==> src/rtl/rs485_frame_rx.sv <==
// rs485_frame_rx
//   RS485 receive front-end. It over-samples the line, deserialises 8N1 bytes,
//   parses 4-byte command frames (HEADER, channel, data, checksum) and writes
//   validated data into NUM_CH 8-bit channel registers.
//
// Handshake: rx_byte_vld and ch_update are single-cycle strobes with no
//   back-pressure. rx_byte and ch_data hold their values between strobes.
//
// Ports
//   sys_clk        system clock
//   sys_rst_n      asynchronous active-low reset
//   rs485_uart_rxd serial line, idle high (asynchronous)
//   ch_data        channel registers, channel k in bits [8k+7:8k]
//   ch_update      one-cycle pulse on bit k when channel k is written
//   rx_byte        last byte received with a good stop bit
//   rx_byte_vld    one-cycle pulse when rx_byte updates
//   frame_err      one-cycle pulse on any error event
//   err_cnt        saturating count of error events
module rs485_frame_rx #(
    parameter int          CLK_FREQ     = 50_000_000,
    parameter int          UART_BPS     = 115200,
    parameter int          NUM_CH       = 4,
    parameter logic [7:0]  HEADER       = 8'hA5,
    parameter int          TIMEOUT_BITS = 20,
    parameter logic [7:0]  CH_RST_VAL   = 8'h00
) (
    input  logic                sys_clk,
    input  logic                sys_rst_n,
    input  logic                rs485_uart_rxd,
    output logic [NUM_CH*8-1:0] ch_data,
    output logic [NUM_CH-1:0]   ch_update,
    output logic [7:0]          rx_byte,
    output logic                rx_byte_vld,
    output logic                frame_err,
    output logic [7:0]          err_cnt
);

    localparam int BPS_CNT = CLK_FREQ / UART_BPS;
    localparam int HALF    = BPS_CNT / 2;
    localparam int TO_CLKS = TIMEOUT_BITS * BPS_CNT;
    localparam int CW      = $clog2(BPS_CNT + 1);
    localparam int TW      = $clog2(TO_CLKS + 1);

    typedef enum logic [1:0] {RX_IDLE, RX_START, RX_DATA, RX_STOP} rx_state_t;
    typedef enum logic [1:0] {P_IDLE, P_CH, P_DATA, P_SUM} p_state_t;

    rx_state_t rx_state, rx_next;
    p_state_t  p_state, p_next;

    logic          rxd_s1, rxd_s2, rxd_d;
    logic          fall;
    logic [CW-1:0] bit_cnt;
    logic [2:0]    bit_idx;
    logic [7:0]    shift_reg;
    logic          half_tick, bit_tick;
    logic          stop_ok, stop_bad;
    logic [7:0]    ch_reg, data_reg;
    logic [TW-1:0] to_cnt;
    logic          timeout;
    logic          frame_done, frame_good, sum_err, err_evt;

    // Two-flop synchroniser plus one history flop for edge detection.
    always_ff @(posedge sys_clk or negedge sys_rst_n) begin
        if (!sys_rst_n) begin
            rxd_s1 <= 1'b1;
            rxd_s2 <= 1'b1;
            rxd_d  <= 1'b1;
        end else begin
            rxd_s1 <= rs485_uart_rxd;
            rxd_s2 <= rxd_s1;
            rxd_d  <= rxd_s2;
        end
    end

    assign fall      = rxd_d & ~rxd_s2;
    assign half_tick = (bit_cnt == CW'(HALF - 1));
    assign bit_tick  = (bit_cnt == CW'(BPS_CNT - 1));

    // ---------------- byte receiver FSM ----------------
    always_ff @(posedge sys_clk or negedge sys_rst_n) begin
        if (!sys_rst_n) rx_state <= RX_IDLE;
        else            rx_state <= rx_next;
    end

    always_comb begin
        rx_next  = rx_state;
        stop_ok  = 1'b0;
        stop_bad = 1'b0;
        case (rx_state)
            RX_IDLE:  if (fall) rx_next = RX_START;
            // A line already high again at mid start bit was a glitch.
            RX_START: if (half_tick) rx_next = rxd_s2 ? RX_IDLE : RX_DATA;
            RX_DATA:  if (bit_tick && bit_idx == 3'd7) rx_next = RX_STOP;
            RX_STOP: begin
                // Leave at mid stop bit so a back-to-back start edge is seen.
                if (bit_tick) begin
                    rx_next  = RX_IDLE;
                    stop_ok  = rxd_s2;
                    stop_bad = ~rxd_s2;
                end
            end
            default:  rx_next = RX_IDLE;
        endcase
    end

    always_ff @(posedge sys_clk or negedge sys_rst_n) begin
        if (!sys_rst_n) begin
            bit_cnt     <= '0;
            bit_idx     <= '0;
            shift_reg   <= '0;
            rx_byte     <= '0;
            rx_byte_vld <= 1'b0;
        end else begin
            if (rx_state == RX_IDLE || (rx_state == RX_START && half_tick) || bit_tick)
                bit_cnt <= '0;
            else
                bit_cnt <= bit_cnt + 1'b1;

            if (rx_state == RX_START)
                bit_idx <= '0;
            else if (rx_state == RX_DATA && bit_tick) begin
                shift_reg <= {rxd_s2, shift_reg[7:1]};
                bit_idx   <= bit_idx + 1'b1;
            end

            rx_byte_vld <= stop_ok;
            if (stop_ok) rx_byte <= shift_reg;
        end
    end

    // ---------------- frame parser FSM ----------------
    assign timeout    = (p_state != P_IDLE) && (to_cnt == TW'(TO_CLKS - 1));
    assign frame_done = (p_state == P_SUM) && rx_byte_vld;
    assign frame_good = (rx_byte == 8'(ch_reg + data_reg)) && (ch_reg < 8'(NUM_CH));
    assign sum_err    = frame_done && !frame_good;
    // OR-ing keeps coincident error sources to a single count.
    assign err_evt    = stop_bad | timeout | sum_err;

    always_ff @(posedge sys_clk or negedge sys_rst_n) begin
        if (!sys_rst_n) p_state <= P_IDLE;
        else            p_state <= p_next;
    end

    always_comb begin
        p_next = p_state;
        if (stop_bad || timeout)
            p_next = P_IDLE;
        else if (rx_byte_vld) begin
            case (p_state)
                // HEADER only resynchronises from P_IDLE; mid-frame it is data.
                P_IDLE:  if (rx_byte == HEADER) p_next = P_CH;
                P_CH:    p_next = P_DATA;
                P_DATA:  p_next = P_SUM;
                P_SUM:   p_next = P_IDLE;
                default: p_next = P_IDLE;
            endcase
        end
    end

    always_ff @(posedge sys_clk or negedge sys_rst_n) begin
        if (!sys_rst_n) begin
            ch_reg    <= '0;
            data_reg  <= '0;
            to_cnt    <= '0;
            ch_data   <= {NUM_CH{CH_RST_VAL}};
            ch_update <= '0;
            frame_err <= 1'b0;
            err_cnt   <= '0;
        end else begin
            if (rx_byte_vld && p_state == P_CH)   ch_reg   <= rx_byte;
            if (rx_byte_vld && p_state == P_DATA) data_reg <= rx_byte;

            // Inter-byte gap counter, restarted by every byte mid-frame.
            if (p_state == P_IDLE || rx_byte_vld || timeout)
                to_cnt <= '0;
            else
                to_cnt <= to_cnt + 1'b1;

            for (int k = 0; k < NUM_CH; k++) begin
                ch_update[k] <= frame_done && frame_good && (ch_reg == 8'(k));
                if (frame_done && frame_good && (ch_reg == 8'(k)))
                    ch_data[8*k +: 8] <= data_reg;
            end

            frame_err <= err_evt;
            if (err_evt && err_cnt != 8'hFF)
                err_cnt <= err_cnt + 1'b1;
        end
    end

endmodule

==> config.mk <==
export PLATFORM = sky130hd
export DESIGN_NAME = rs485_frame_rx
export DESIGN_NICKNAME = d
export VERILOG_FILES = /design/src/rtl/rs485_frame_rx.sv
export SDC_FILE = /design/constraint.sdc
export NUM_CORES = 1
export LEC_CHECK = 0
export ABC_AREA = 0
export CORE_AREA = 2 2 87 130
export DETAILED_ROUTE_END_ITERATION = 8
export DIE_AREA = 0 0 89 132
export PLACE_DENSITY = 0.69
export SYNTH_ARGS = -nofsm -noshare
export SYNTH_HDL_FRONTEND = slang
export SYNTH_SLANG_ARGS = --single-unit
==> constraint.sdc <==
create_clock -name sys_clk -period 3.3 [get_ports sys_clk]
set_clock_uncertainty 0.1 [all_clocks]
set_input_delay 0.66 -clock sys_clk [delete_from_list [all_inputs] [get_ports sys_clk]]
set_output_delay 0.66 -clock sys_clk [all_outputs]
set_load 0.1 [all_outputs]
## Yosys cells after proc, flatten, opt, wreduce, memory -nomap -nowiden

Index checks and enable logic that the tools add are counted.

- $lt $le $gt $ge: 1
- Bitwise gates (word level): 5
- Shifts and indexed selects: 0
- Multipliers: 0
- Equal/unequal tests: 21
- Divide/modulo/power cells: 0
- $add $sub $neg: 5
- Muxes and demuxes: 18
- Reduce and logical (&&, ||, !) cells: 30

Operators with widths:

| operator | number |
|---|---|
| $eq A8 B2 Y1 const B | 2 |
| $mux W2 | 8 |
| $pmux W2 S4 | 2 |
| $logic_and A1 B1 Y1 | 15 |
| $add A14 B1 Y14 const B | 1 |
| $eq A14 B14 Y1 const B | 1 |
| $mux W14 | 1 |
| $add A9 B1 Y9 const B | 1 |
| $eq A9 B8 Y1 const B | 1 |
| $eq A9 B9 Y1 const B | 1 |
| $mux W9 | 1 |
| $add A8 B1 Y8 const B | 1 |
| $add A8 B8 Y8 | 1 |
| $eq A2 B2 Y1 const B | 4 |
| $eq A8 B1 Y1 const B | 1 |
| $eq A8 B8 Y1 | 1 |
| $eq A8 B8 Y1 const B | 1 |
| $logic_not A8 Y1 | 1 |
| $lt A8 B3 Y1 const B | 1 |
| $ne A2 B2 Y1 const B | 4 |
| $ne A8 B8 Y1 const B | 1 |
| $mux W3 | 2 |
| $reduce_bool A2 Y1 | 3 |
| $logic_or A1 B1 Y1 | 5 |
| 12 further kinds | 20 |

- Bits in read-only memories: 0
- Memories: 0
- Register bits after elaboration: 111
- Bits in latches: 0
- Memory bits (writable): 0

## Longest topological paths before layout

Gate-level depths: netlist of run 1.

- Depth after elaboration: 7
- Mapped depth: 11

## Worst setup path after synthesis of run 1

No wires, ideal clock.

- Path kind: flip-flop to flip-flop
- From: register ch_reg[0]
- To: register ch_data[16]
- Path slack: -0.129 ns
- Setup time: 0.125 ns
- Stages on the path, launching flop included: 11
- Arrival: 3.203 ns
- Cell sequence: dfrtp_1 -> ha_1 -> fa_1 -> xnor2_1 -> nand4_1 -> or3_1 -> or4_1 -> buf_2 -> or4b_1 -> buf_6 -> mux2_4

- Word-level cells in the longest chain between the ends: 5

Ends and longest elaborated chain:

| element | RTL line | text |
|---|---|---|
| start: declaration | 57 | `logic [7:0] ch_reg, data_reg;` |
| start signal: assignment | 170 | `if (rx_byte_vld && p_state == P_CH) ch_reg <= rx_byte;` |
| $add A8 B8 Y8 | 134 | `assign frame_good = (rx_byte == 8'(ch_reg + data_reg)) && (ch_reg < 8'(NUM_CH));` |
| $eq A8 B8 Y1 | 134 |  |
| $logic_and A1 B1 Y1 | 134 |  |
| $logic_and A1 B1 Y1 | 181 | `if (frame_done && frame_good && (ch_reg == 8'(k)))` |
| $logic_and A1 B1 Y1 (*) | 181 |  |
| end signal: assignment | 165 | `ch_data <= {NUM_CH{CH_RST_VAL}};` |
| end signal: indexed assignment | 182 | `ch_data[8*k +: 8] <= data_reg;` |
| end: declaration | 30 | `output logic [NUM_CH*8-1:0] ch_data,` |

Every way passes the cells marked *; elsewhere a longest branch is shown, timed or not.
A chain may end at the register's enable or synchronous reset.

## Final worst setup path of run 1

- From: register data_reg[0]
- To: register ch_data[1]

- Word-level cells in the longest chain between the ends: 5

Ends and longest elaborated chain:

| element | RTL line | text |
|---|---|---|
| start: declaration | 57 |  |
| start signal: assignment | 171 | `if (rx_byte_vld && p_state == P_DATA) data_reg <= rx_byte;` |
| $add A8 B8 Y8 | 134 |  |
| $eq A8 B8 Y1 | 134 |  |
| $logic_and A1 B1 Y1 | 134 |  |
| $logic_and A1 B1 Y1 (2 in series) | 181 |  |

Every way passes these cells.

==> results of run 1 <==
==> final timing paths <==
check | to | start | slack (ps)
min in group sys_clk | rxd_s2$_DFF_PN1_ | rxd_s1$_DFF_PN1_ | 260
worst min-delay path | to_cnt[10]$_DFF_PN0_ | sys_rst_n | 180
worst max register to register | ch_data[1]$_DFFE_PN0P_ | data_reg[0]$_DFFE_PN0P_ | -60
worst min register to register | rxd_s2$_DFF_PN1_ | rxd_s1$_DFF_PN1_ | 260
worst max-delay path | ch_data[1]$_DFFE_PN0P_ | data_reg[0]$_DFFE_PN0P_ | -60
max in group asynchronous | rxd_s1$_DFF_PN1_ | sys_rst_n | 2150
==> report_power, final <==
group          leakage, nW  switching, mW  internal, mW
clock                0.139          0.502         0.595
combinational         1.41         0.0762        0.0660
sequential            1.52         0.0639          1.40
==> metrics by stage <==
| step | std cells | instance area [µm²] | total power [mW] | utilization [%] | TNS (ps) |
|---|---|---|---|---|---|
| after floorplan | 418 | 5200 | 1.58 | - | -1610 |
| after global placement | 620 | 5880 | 1.63 | 55.5 | 0 |
| after detailed placement | 620 | 5880 | 1.64 | 55.5 | -386 |
| after CTS | 636 | 6200 | 2.74 | 58.5 | -164 |
| after global routing | 634 | 6190 | 2.83 | 58.5 | -3510 |
| final | 634 | 6190 | 2.71 | 58.5 | -798 |
==> cell families after synthesis <==
family	synth area share, %
AOI/OAI and AO/OA	5.08
xor gates and xnor gates	6.41
adders and majority gates	4.72
buffers and inverters	1.71
DFF	53.6
muxes	15.8
and+or+nand+nor	12.7
==> layer usage <==
metal	wire [µm]	track usage, %	vias up
met4	154	5.72	0
met2	5390	32.2	43
met3	300	3.44	7
met5	0	0	-
li1	-	-	1604
met1	4130	21.9	1637
==> final cells by class <==
class | instances | share of cell area (%)
Clock buffer | 9 | 3.64
Clock inverter | 7 | 1.27
Inverter | 8 | 0.485
Multi-Input combinational cell | 286 | 37.9
Sequential cell | 111 | 44.9
Tap cell | 144 | 2.91
Timing Repair Buffer | 69 | 8.93
==> critical path: stages, from the launching register on <==
cell and delay [ps]:
dfrtp_1 380, ha_2 200, fa_2 550, xnor2_2 110, nand4_1 100, or3_1 380, or4_4 440, or4_4 650
mux2_4 330
==> timing repair <==
action	CTS	global route
pin swaps	1	1
setup endpoints to repair	25	32
gates resized for setup	4	5
setup buffers	0	0
==> cell usage in the layout, fill, tap and decap left out, types with 2 or more instances in the layout <==
master / instances
dfrtp_1: 108
buf_4: 64
nor2_1: 37
mux2_2: 33
nand2_1: 26
mux2_4: 24
nand3_1: 21
xnor2_1: 21
ha_1: 17
xor2_1: 16
a21oi_1: 9
clkbuf_16: 9
inv_1: 8
o21ai_0: 8
mux2_1: 8
and3_1: 6
o21ai_1: 6
or3_1: 4
and2_1: 4
nand4_1: 4
nor4b_1: 3
nor4_1: 3
a21o_1: 3
a22o_1: 3
clkinvlp_4: 3
dfstp_2: 3
or4b_2: 2
nand4b_1: 2
a21oi_2: 2
or4_4: 2
or4bb_1: 2
a221oi_1: 2
inv_6: 2
buf_6: 2
buf_12: 2
==> impl_metrics.yaml, run 1 <==
outcome:
  status: "finished with violations"
  violations: "setup timing"
clock_tree:
  h-tree-depth: 3
  hold_buffers: 0
  clk_latency_ps: 350
  clk_pin_slew_ps: 70
  cts_buffers: 9
  tritoncts: "yes"
  clock-sinks: 111
  clockBufferDepth: 2
  root_buffer: "clkbuf_16"
placement:
  portBuffers: 56
  hpwl_um: 7280
  gp_congestion: 0.881
  pre_cts_ws_ps: -51.9
logic_synthesis:
  syn_nets: 440
  synth_edf_count: 0
  syn_area_um2: 5190
  yosys-top-cells-count: "dfrtp_1 (108), nor2_1 (37), mux2_2 (33), nand2_1 (26), mux2_4 (24)"
  synthTopCellsByArea: "dfrtp_1 (52%), mux2_2 (7.2%), mux2_4 (6.9%)"
  synth_top_area_share_pct: 52.0
  seq_area_frac_synth_pct: 53.6
  ys_ff_latch: 111
  yosysMostFrequentCell: "dfrtp_1"
  avgSynthCellArea_um2: 12.4
  synthCells: 418
  yosysTopAreaCell: "dfrtp_1"
  async_reset_ff_share_pct: 100
  dominantRegCellSynth: "dfrtp_1"
  yosysUniqueCellTypes: 49
  yosys_warnings: 0
timing:
  min_period_ps: 3360
  fmax_mhz: 298
  final_hold_viol_count: 0
  finalWorstSetupSlack_ps: -59.2
  setup_viol: 16
  slew_headroom_pct: 55.5
  hold_slack_ps: 176
  tightestPinTransition_ps: 665
  maxSlewViolCount: 0
  timing.final.crit_share_pct: 102
  rsz0062_at_grt: "true"
global_routing:
  grt_use_total_pct: 18.2
  grt_max_degree: 74
  grt-ovfl-total: 0
  grt_pass1_vias: 3471
  antenna_found_initial: 0
  grt_pass1_wl_um: 17000
cells_and_area:
  seqCellArea_um2: 2780
  nFillCells: 934
  drive_above_1_share_pct: 32.7
  diodes: 0
  areaGrowthSynthToFinish_pct: 19.3
  nets: 507
  top_regs: "ch_data (32), to_cnt (14), bit_cnt (9)"
  largest_register_ffs: 32
  top_register: "ch_data"
  multiInputGateArea_um2: 2350
min_path:
  min_path_type: "in2async"
die:
  die-area_um2: 11700
  start_util_pct: 49.0
  rows: 46
  core_um2: 10600
  dieHeight_um: 132
  pin_count: 57
  fp.dieW_um: 89
setup_path:
  reg2reg_depth: 8
  worst-path-max-fanout: 8
  critical_path_class: "reg2reg"
  required_ps: 3430
  critPathArrivalTime_ps: 3490
  cp-start-kind: "register"
  end_kind: "register"
power_and_ir_drop:
  peakVddDrop_mv: 0.306
  p_leak_nw: 3.07
  power_density_nw_per_um2: 437
routing:
  ant_nets: 0
  drt_first_pass_iters: 4
  avgRoutedWirePerCell_um: 15.7
  drc: 0
  drt-initial-drc-count: 139
  routed_wl_um: 9970
  routed_via_density: 5.19
  route.vias.total: 3291
flow_run:
  maxCapViolCount: 0
Power figures use the tool's default switching activity.
==> inputs of run 2 (changes only) <==
--- a/config.mk
+++ b/config.mk
@@ -6,6 +6,7 @@
 export NUM_CORES = 1
 export LEC_CHECK = 0
 export ABC_AREA = 0
+export CAP_MARGIN = 40
 export CORE_AREA = 2 2 87 130
 export DETAILED_ROUTE_END_ITERATION = 8
 export DIE_AREA = 0 0 89 132
==> constraint.sdc (replaced) <==
create_clock -name sys_clk -period 3.3 [get_ports sys_clk]
set_clock_uncertainty 0.1 [all_clocks]
set_input_delay 0.33 -clock sys_clk [delete_from_list [all_inputs] [get_ports sys_clk]]
set_output_delay 0.33 -clock sys_clk [all_outputs]
set_load 0.1 [all_outputs]
==> run 2 against run 1 <==
Clock-buffer cell count up 2. Clock power is 11% lower. Sequential share of layout area fell by 5.3 points. Wire length up 7.3%. Cell count up 8.5%. Fmax increased by 1.9%. The run now ends clean. Power decreased by 4.1%. Register-to-register slack better by 60 ps. Hold slack better by 83 ps. Non-clock buffer count grew 54. Highest routed layer unchanged. Die area stayed put.
==> impl_metrics.yaml, run 2 (synthesis results as in run 1) <==
setup_path:
  worst_path_max_delay_cell: "or4b_4"
  r2r_end: "ch_data[23]$_DFFE_PN0P_"
  required_ps: 3430
  path_buf_inv: 0
  worst-path-max-fanout: 8
  critPathArrivalTime_ps: 3420
  crit_cells: 9
  reg2reg_depth: 9
  end_kind: "register"
  critical_path_class: "reg2reg"
  critPathTopFamily: "simple AND/OR/NAND/NOR gates"
  cp_slowest_stage_delay_ps: 640
  rr_startpoint: "data_reg[0]$_DFFE_PN0P_"
  reg2reg_setup_slack_ps: 3
  cp-start-kind: "register"
  path_cells: "ha_2, fa_1, a21o_1, a21oi_1, xnor2_1, nand3b_1, or4_4, or4b_4, mux2_4"
clock_tree:
  clk_pin_slew_ps: 70
  root_buffer: "clkbuf_16"
  cts_buffers: 9
  clockBufferDepth: 2
  clk_latency_ps: 350
  clock-sinks: 111
  tritoncts: "yes"
  h-tree-depth: 3
cells_and_area:
  multiInputGateArea_um2: 2330
  areaGrowthSynthToFinish_pct: 35.2
  top_regs: "ch_data (32), to_cnt (14), bit_cnt (9)"
  final_cell_mix: "dfrtp_1 (108), clkdlybuf4s50_1 (48), buf_8 (47), nor2_1 (37), mux2_2 (33)"
  top_register: "ch_data"
  nets: 561
  fin_util_pct: 66.3
  largest_register_ffs: 32
  diodes: 0
  drive_above_1_share_pct: 29.6
  final_common_cell: "dfrtp_1"
  finalInstanceArea_um2: 7020
  seqCellArea_um2: 2780
  nFillCells: 809
min_path:
  min_from: "rxd_s1$_DFF_PN1_"
  worstHoldPathCells: 0
  whs_endpoint: "rxd_s2$_DFF_PN1_"
  min_path_type: "reg2reg"
die:
  core_um2: 10600
  start_util_pct: 49.0
  die-area_um2: 11700
  fp.dieW_um: 89
  dieHeight_um: 132
  pin_count: 57
  rows: 46
placement:
  portBuffers: 56
  hpwl_um: 8100
  gp_congestion: 0.796
  dpl_cell_area_um2: 6730
routing:
  drc: 0
  drt-initial-drc-count: 143
  route.vias.total: 3603
  drt_first_pass_iters: 4
  routed_wl_um: 10700
  routed_via_density: 5.24
  avgRoutedWirePerCell_um: 15.5
  ant_nets: 0
timing:
  min_period_ps: 3300
  timing.final.crit_share_pct: 99.9
  maxSlewViolCount: 0
  fmax_mhz: 303
  hold_slack_ps: 259
  slew_headroom_pct: 57.7
  setup_viol: 0
  tightestPinTransition_ps: 632
  tns_ps: 0
  rsz0062_at_grt: "true"
  final_hold_viol_count: 0
outcome:
  status: "completed"
power_and_ir_drop:
  p_leak_nw: 3.33
  power.total_mw: 2.60
  power_density_nw_per_um2: 370
  peakVddDrop_mv: 0.292
global_routing:
  grt_pass1_wl_um: 18600
  grt-ovfl-total: 0
  antenna_found_initial: 0
  grt_max_degree: 76
  grt_pass1_vias: 3839
  grt_use_total_pct: 20.1
flow_run:
  maxCapViolCount: 0
run 2: changes by cell type in the layout (fill, tap and decap cells not counted), moves of 2 or more:
cell and change:
buf_4 -41, buf_8 +47, clkbuf_1 +2, clkdlybuf4s50_1 +47, clkinv_2 +2
run 2: repair_timing:
action	CTS	global route
endpoints found under the hold margin	36	0
hold buffers	1	0
setup endpoints to repair	20	33
gates resized for setup	1	4
buffers inserted	0	1
pin swaps	1	2
run 2: worst max-delay path by stage:
stage,startpoint,endpoint,slack [ps]
global placement,data_reg[0]$_DFFE_PN0P_,ch_data[21]$_DFFE_PN0P_,4
CTS,data_reg[0]$_DFFE_PN0P_,ch_data[23]$_DFFE_PN0P_,-30
detailed placement,data_reg[0]$_DFFE_PN0P_,ch_data[20]$_DFFE_PN0P_,-20
finish,data_reg[0]$_DFFE_PN0P_,ch_data[23]$_DFFE_PN0P_,3
floorplan,ch_reg[0]$_DFFE_PN0P_,ch_data[16]$_DFFE_PN0P_,-90
global route,data_reg[0]$_DFFE_PN0P_,ch_data[9]$_DFFE_PN0P_,-140
run 2: stage by stage:
step	worst slack (ps)	instances
6_report	3.08	688
5_1_grt	-140	688
4_1_cts	-32.9	688
3_5_place_dp	-24.0	671
3_3_place_gp	3.51	624
2_1_floorplan	-94.0	418
run 2: where the power goes:
group	internal, mW	switching [mW]	leakage, nW
clock	0.513	0.468	0.126
sequential	1.41	0.0647	1.52
combinational	0.0671	0.0781	1.68
run 2: layout make-up:
type | instances | area share (%)
inverter | 8 | 0.428
tap | 144 | 2.57
timing repair buffer | 123 | 20.4
clock inverter | 5 | 0.481
sequential | 111 | 39.6
clock buffer | 11 | 3.31
multi-input combinational | 286 | 33.2
run 2: routing by layer:
metal  global-route usage (%)  share of wire (%)  wire length, µm  vias up
met2                     35.2                 55             5930       47
met5                        0                  0                0        -
li1                         -                  -                -     1713
met4                     7.55                2.3              242        0
met3                     2.25                1.7              180       16
met1                     24.9                 41             4340     1827
